`src/rtl/raster_pkg.sv`:
```
// Shared constants for the raster counter and the line-buffer blocks that
// consume its coordinates. Defaults describe a 640x480 VGA active window
// inside an 800x525 total raster.
package raster_pkg;

  localparam int H_W_DEF     = 10;
  localparam int V_W_DEF     = 10;
  localparam int FRAME_W_DEF = 8;

  localparam int H_LAST_DEF  = 799;
  localparam int V_LAST_DEF  = 524;

  localparam int WIN_X0_DEF  = 0;
  localparam int WIN_X1_DEF  = 639;
  localparam int WIN_Y0_DEF  = 0;
  localparam int WIN_Y1_DEF  = 479;

  // Inclusive range test, used for the active-window decode.
  function automatic logic in_range(input int v, input int lo, input int hi);
    return (v >= lo) && (v <= hi);
  endfunction

endpackage

```
`src/rtl/raster_counter_if.sv`:
```
// Control and position bus of the raster counter.
// win_valid exists only when RASTER_WINDOW_EN is defined.
interface raster_counter_if
  import raster_pkg::*;
#(
  parameter int H_W     = H_W_DEF,
  parameter int V_W     = V_W_DEF,
  parameter int FRAME_W = FRAME_W_DEF
);

  logic               clr;
  logic               enable;
  logic [H_W-1:0]     x_out;
  logic [V_W-1:0]     y_out;
  logic               eol;
  logic               eof;
  logic               frame_done;
  logic [FRAME_W-1:0] frame_cnt;
`ifdef RASTER_WINDOW_EN
  logic               win_valid;

  // Controller side: issues clear/advance, observes position.
  modport master (
    output clr, enable,
    input  x_out, y_out, eol, eof, frame_done, frame_cnt, win_valid
  );

  // Counter side.
  modport slave (
    input  clr, enable,
    output x_out, y_out, eol, eof, frame_done, frame_cnt, win_valid
  );
`else
  modport master (
    output clr, enable,
    input  x_out, y_out, eol, eof, frame_done, frame_cnt
  );

  modport slave (
    input  clr, enable,
    output x_out, y_out, eol, eof, frame_done, frame_cnt
  );
`endif

endinterface

```
`src/rtl/mod_counter.sv`:
```
// Modulo counter: counts 0..LAST on inc, wraps to 0, synchronous clear has
// priority. Any value above LAST (parameter mismatch) is forced to 0 on the
// next increment. tc flags the terminal count.
module mod_counter #(
  parameter int W    = 10,
  parameter int LAST = 799
) (
  input  logic         clk,
  input  logic         reset_n,
  input  logic         clr,
  input  logic         inc,
  output logic [W-1:0] cnt,
  output logic         tc
);

  localparam logic [W-1:0] LAST_V = W'(LAST);

  logic [W-1:0] cnt_q;
  logic [W-1:0] cnt_d;

  // Next count: clear, else wrap-or-increment, else hold.
  always_comb begin
    // NOTE: default assignment first so every path drives cnt_d; no latch.
    cnt_d = cnt_q;
    if (clr) begin
      cnt_d = '0;
    end else if (inc) begin
      cnt_d = (cnt_q >= LAST_V) ? '0 : cnt_q + 1'b1;
    end
  end

  // Count register.
  always_ff @(posedge clk or negedge reset_n) begin
    // NOTE: non-blocking assignments for all state so parallel registers see old values.
    if (!reset_n) cnt_q <= '0;
    else          cnt_q <= cnt_d;
  end

  assign cnt = cnt_q;
  assign tc  = (cnt_q == LAST_V);

endmodule

```
`src/rtl/raster_counter.sv`:
```
// Two-dimensional raster position counter: column x, row y, end-of-line and
// end-of-frame decodes, registered frame_done pulse and wrapping frame count.
// Optional feature macro: RASTER_WINDOW_EN adds a registered win_valid flag
// aligned with x_out/y_out.
module raster_counter
  import raster_pkg::*;
#(
  parameter int H_W     = H_W_DEF,
  parameter int V_W     = V_W_DEF,
  parameter int H_LAST  = H_LAST_DEF,
  parameter int V_LAST  = V_LAST_DEF,
  parameter int FRAME_W = FRAME_W_DEF,
  parameter int WIN_X0  = WIN_X0_DEF,
  parameter int WIN_X1  = WIN_X1_DEF,
  parameter int WIN_Y0  = WIN_Y0_DEF,
  parameter int WIN_Y1  = WIN_Y1_DEF
) (
  input logic              clk,
  input logic              reset_n,
  raster_counter_if.slave  bus
);

  localparam int FRAME_LAST = (1 << FRAME_W) - 1;

  if (longint'(H_LAST) >= (longint'(1) << H_W)) begin : g_h_chk
    $error("raster_counter: H_LAST=%0d does not fit in H_W=%0d bits", H_LAST, H_W);
  end
  if (longint'(V_LAST) >= (longint'(1) << V_W)) begin : g_v_chk
    $error("raster_counter: V_LAST=%0d does not fit in V_W=%0d bits", V_LAST, V_W);
  end
  if ((WIN_X0 > WIN_X1) || (WIN_Y0 > WIN_Y1)) begin : g_win_chk
    $error("raster_counter: empty active window");
  end

  logic [H_W-1:0]     x_cnt;
  logic [V_W-1:0]     y_cnt;
  logic [FRAME_W-1:0] frame_cnt;
  logic               x_tc;
  logic               y_tc;
  logic               eof;
  logic               frame_done_d;
  logic               frame_done_q;

  mod_counter #(.W(H_W), .LAST(H_LAST)) u_x_cnt (
    .clk     (clk),
    .reset_n (reset_n),
    .clr     (bus.clr),
    .inc     (bus.enable),
    .cnt     (x_cnt),
    .tc      (x_tc)
  );

  mod_counter #(.W(V_W), .LAST(V_LAST)) u_y_cnt (
    .clk     (clk),
    .reset_n (reset_n),
    .clr     (bus.clr),
    .inc     (bus.enable & x_tc),
    .cnt     (y_cnt),
    .tc      (y_tc)
  );

  // Frame counter wraps naturally at all-ones; its terminal count is not needed.
  mod_counter #(.W(FRAME_W), .LAST(FRAME_LAST)) u_frame_cnt (
    .clk     (clk),
    .reset_n (reset_n),
    .clr     (bus.clr),
    .inc     (bus.enable & eof),
    .cnt     (frame_cnt),
    .tc      ()
  );

  assign eof          = x_tc & y_tc;
  assign frame_done_d = ~bus.clr & bus.enable & eof;

  // One-cycle pulse following the advance that wraps the frame.
  always_ff @(posedge clk or negedge reset_n) begin
    if (!reset_n) frame_done_q <= 1'b0;
    else          frame_done_q <= frame_done_d;
  end

  assign bus.x_out      = x_cnt;
  assign bus.y_out      = y_cnt;
  assign bus.eol        = x_tc;
  assign bus.eof        = eof;
  assign bus.frame_done = frame_done_q;
  assign bus.frame_cnt  = frame_cnt;

`ifdef RASTER_WINDOW_EN
  localparam logic [H_W-1:0] H_LAST_V = H_W'(H_LAST);
  localparam logic [V_W-1:0] V_LAST_V = V_W'(V_LAST);
  localparam logic WIN_RST = in_range(0, WIN_X0, WIN_X1) && in_range(0, WIN_Y0, WIN_Y1);

  logic [H_W-1:0] x_nxt;
  logic [V_W-1:0] y_nxt;
  logic           win_d;
  logic           win_q;

  // Predict the counters' next position so win_valid lands with x_out/y_out.
  always_comb begin
    x_nxt = x_cnt;
    y_nxt = y_cnt;
    if (bus.clr) begin
      x_nxt = '0;
      y_nxt = '0;
    end else if (bus.enable) begin
      x_nxt = (x_cnt >= H_LAST_V) ? '0 : x_cnt + 1'b1;
      if (x_tc) y_nxt = (y_cnt >= V_LAST_V) ? '0 : y_cnt + 1'b1;
    end
    win_d = in_range(int'(x_nxt), WIN_X0, WIN_X1) && in_range(int'(y_nxt), WIN_Y0, WIN_Y1);
  end

  // Window flag register; clear lands on (0,0) and so matches the reset value.
  always_ff @(posedge clk or negedge reset_n) begin
    if (!reset_n) win_q <= WIN_RST;
    else          win_q <= win_d;
  end

  assign bus.win_valid = win_q;
`endif

endmodule

```
`src/flat_wrapper.sv`:
```
// flat-port wrapper written by rule: the top's interface ports become plain ports
module raster_counter_flat import raster_pkg::*;
#(
  parameter int H_W     = H_W_DEF,
  parameter int V_W     = V_W_DEF,
  parameter int H_LAST  = H_LAST_DEF,
  parameter int V_LAST  = V_LAST_DEF,
  parameter int FRAME_W = FRAME_W_DEF,
  parameter int WIN_X0  = WIN_X0_DEF,
  parameter int WIN_X1  = WIN_X1_DEF,
  parameter int WIN_Y0  = WIN_Y0_DEF,
  parameter int WIN_Y1  = WIN_Y1_DEF
)
  (clk, reset_n, bus_clr, bus_enable, bus_x_out, bus_y_out, bus_eol, bus_eof, bus_frame_done, bus_frame_cnt);
  raster_counter_if #(.H_W(H_W), .V_W(V_W), .FRAME_W(FRAME_W)) bus_i ();
  input logic clk;
  input logic reset_n;
  input wire logic [$bits(bus_i.clr)-1:0] bus_clr;
  input wire logic [$bits(bus_i.enable)-1:0] bus_enable;
  output wire logic [$bits(bus_i.x_out)-1:0] bus_x_out;
  output wire logic [$bits(bus_i.y_out)-1:0] bus_y_out;
  output wire logic [$bits(bus_i.eol)-1:0] bus_eol;
  output wire logic [$bits(bus_i.eof)-1:0] bus_eof;
  output wire logic [$bits(bus_i.frame_done)-1:0] bus_frame_done;
  output wire logic [$bits(bus_i.frame_cnt)-1:0] bus_frame_cnt;
  assign bus_i.clr = bus_clr;
  assign bus_i.enable = bus_enable;
  assign bus_x_out = bus_i.x_out;
  assign bus_y_out = bus_i.y_out;
  assign bus_eol = bus_i.eol;
  assign bus_eof = bus_i.eof;
  assign bus_frame_done = bus_i.frame_done;
  assign bus_frame_cnt = bus_i.frame_cnt;
  raster_counter #(.H_W(H_W), .V_W(V_W), .H_LAST(H_LAST), .V_LAST(V_LAST), .FRAME_W(FRAME_W), .WIN_X0(WIN_X0), .WIN_X1(WIN_X1), .WIN_Y0(WIN_Y0), .WIN_Y1(WIN_Y1)) u_core (.clk(clk), .reset_n(reset_n), .bus(bus_i));
endmodule
```
`config.mk`:
```
export PLATFORM = sky130hd
export DESIGN_NAME = raster_counter_flat
export DESIGN_NICKNAME = d
export VERILOG_FILES = /design/src/rtl/raster_pkg.sv /design/src/rtl/raster_counter_if.sv /design/src/rtl/mod_counter.sv /design/src/rtl/raster_counter.sv /design/src/flat_wrapper.sv
export SDC_FILE = /design/constraint.sdc
export NUM_CORES = 1
export LEC_CHECK = 0
export ABC_CLOCK_PERIOD_IN_PS = 2600
export BUFFER_PORTS_ARGS = -buffer_cell sky130_fd_sc_hd__clkbuf_2
export CORE_MARGIN = 1
export CORE_UTILIZATION = 54
export CTS_CLUSTER_DIAMETER = 150
export DETAILED_ROUTE_END_ITERATION = 10
export GPL_TIMING_DRIVEN = 0
export HOLD_SLACK_MARGIN = 0.02
export PLACE_DENSITY = 0.87
export SLEW_MARGIN = 20
export SYNTH_ARGS = -nofsm -noshare
export SYNTH_HDL_FRONTEND = slang
export SYNTH_HIERARCHICAL = 1
export SYNTH_SLANG_ARGS = --single-unit
```
`constraint.sdc`:
```
create_clock -name clk -period 2.6 [get_ports clk]
set_clock_uncertainty 0.15 [all_clocks]
set_input_delay 0.13 -clock clk [delete_from_list [all_inputs] [get_ports clk]]
set_output_delay 0.13 -clock clk [all_outputs]
set_load 0.1 [all_outputs]
```
==> reports/metrics.yaml <==
intPower_uw: 705
fin_crit_ps: 2430
rows: 19
overflow: 0
switchingPower_uw: 248
final_antenna_net_count: 0
combPwrFrac_pct: 9.5
swShare_pct: 26.0
violations: "DRC"
crit_fanout: 7
min_period_over_period_pct: 93.4
grt_max_degree: 30
worstMarginPinSlew_ps: 697
hp-start: "bus_clr"
syn-num-nets: 181
r2r_cells: 6
htreeDepth: 2
ios: 35
setup_ws_ps: 171
crit_type: "reg2reg"
cts_tree: "done"
die_h_um: 56.9
post-cts-setup-buffers: 0
coreArea_um2: 2810
hp-class: "in2reg"
hpwl_mm: 2.75
cts_sinks: 29
whs_ps: 101
vias_per_cell: 6.15
r2r-end: "u_core/u_frame_cnt/cnt[6]"
drt_wl_total_mm: 3.73
rsz0062_at_grt: "no"
synth_area_per_cell_um2: 9.42
antenna_found_initial: 0
cts_buffer_depth: 2
fmax_ghz: 0.412
cp.required_ps: 2710
gr-usage-all-layers_pct: 25.6
num_vias: 1524
clk_pin_slew_worst_paths_ps: 100
antenna_cells: 0
report.final.setup_viol: 0
yosys_warnings: 6
dieWidth_um: 56.9
route.detailed.drc: 5
syn2layout_area_growth_pct: 23.9
pre_cts_ws_ps: 103
clkPwrFrac_pct: 41.3
drive_above_1_share_pct: 34.6
start_util_pct: 58.1
rr_startpoint: "u_core/u_y_cnt/cnt[5]"
hold_viol_final: 0
crit_arrival_ps: 2540
seqCellArea_um2: 747
cap_violations: 0
setup_tns_ps: 0
io_buffer_count: 34
netlist_area_um2: 1630
die-area_um2: 3240
wl_per_cell_um: 15.1
seqPwrFrac_pct: 49.1
cts_buffers: 5
peakVddDrop_mv: 0.370
cts_root_buf: "clkbuf_4"
min_path_cells: 4
synthCells: 173
rrSetupSlack_ps: 170
maxSlewHeadroom_pct: 53.5
leakage_nw: 0.820
grt_pass1_wl_mm: 6.51
end_kind: "flop"
fillCellCount: 214
holdPathEnd: "u_core/u_y_cnt/cnt[0]"
final_nets: 224
multi_input_area_um2: 891
first_iter_violations: 69
drv_slew: 0
gp_congestion: 0.911
powerDensity_nw_per_um2: 472
stdcell_area_um2: 2020
cp-start-kind: "flop"
dr.pass1.iters: 7
grt_pass1_vias: 1489
outcome: "complete, but fails checks"
place_area_um2: 1900
clk_latency_ps: 340
## flip-flops by register name (all words and copies together), names as in the netlist
| signal | flops |
|---|---|
| u_core/u_frame_cnt/cnt | 8 |
| u_core/u_y_cnt/cnt | 10 |
| u_core/bus.frame_done | 1 |
| u_core/u_x_cnt/cnt | 10 |
## cells in the final DEF, fill, tap and decap left out, drive strengths merged, types with 3 or more instances in the layout
cell type  instances
a21oi             12
nand2             13
nand3              7
o21ai              6
dfrtp             29
clkbuf            42
nor3               7
a211oi             5
o211ai             3
nor2              17
or4                3
o2111ai            3
and2               3
or3                5
xor2               6
xnor2              5
ha                 4
inv                9
nand4              7
buf                3
## final cells by class
type / instances / share of cell area [%]
repair buffers: 36 / 9.54
clock buffers: 6 / 2.54
flip-flops and latches: 29 / 37.0
inverters: 9 / 1.67
multi-input cells: 130 / 44.1
plain buffers: 5 / 1.36
clock inverters: 2 / 1.86
well taps: 31 / 1.92
## worst max-delay path, stage by stage (launching register included)
cell	delay (ps)
dfrtp_1	460
nor3_1	400
nor4b_2	350
and3_2	300
nand2_1	100
or3_2	420
a21oi_1	170
## layer usage
layer	vias to the layer above	part of all wire [%]	global-route usage (%)
met2	55	51	42.7
met1	740	42	32.8
met4	0	1.0	6.97
met5	-	0	0
met3	5	5.8	7.26
li1	724	-	-
## through the flow
stage	instances	utilization [%]	power [mW]
4_1_cts	248	71.8	0.963
3_5_place_dp	238	67.8	0.567
2_1_floorplan	173	-	0.540
6_report	248	72.0	0.953
5_1_grt	248	72.0	0.987
3_3_place_gp	238	67.8	0.564
## power groups by stage
stage	combinational, mW	clock (mW)	sequential [mW]
2_1_floorplan	0.0227	0	0.517
3_3_place_gp	0.0875	0	0.476
3_5_place_dp	0.0897	0	0.477
4_1_cts	0.0919	0.403	0.468
5_1_grt	0.0980	0.420	0.470
6_report	0.0909	0.394	0.468
## timing repair
action / in CTS / in global routing
setup endpoints to repair: 1 / 3
hold buffers: 2 / 0
resized for setup: 1 / 1
hold endpoints to repair: 30 / 0
## worst max-delay path by stage
stage / from / depth (start not counted) / slack, ps / to
6_report: u_core/u_y_cnt/cnt[5] / 6 / 170 / u_core/u_frame_cnt/cnt[6]
5_1_grt: u_core/u_y_cnt/cnt[5] / 6 / 70 / u_core/u_frame_cnt/cnt[6]
4_1_cts: u_core/u_y_cnt/cnt[5] / 6 / 70 / u_core/u_frame_cnt/cnt[6]
3_5_place_dp: u_core/u_y_cnt/cnt[5] / 6 / 100 / u_core/u_frame_cnt/cnt[6]
3_3_place_gp: u_core/u_y_cnt/cnt[4] / 6 / 250 / u_core/u_frame_cnt/cnt[7]
2_1_floorplan: u_core/u_x_cnt/cnt[1] / 9 / -110 / u_core/u_y_cnt/cnt[5]
(Power assumes the default switching activity.)
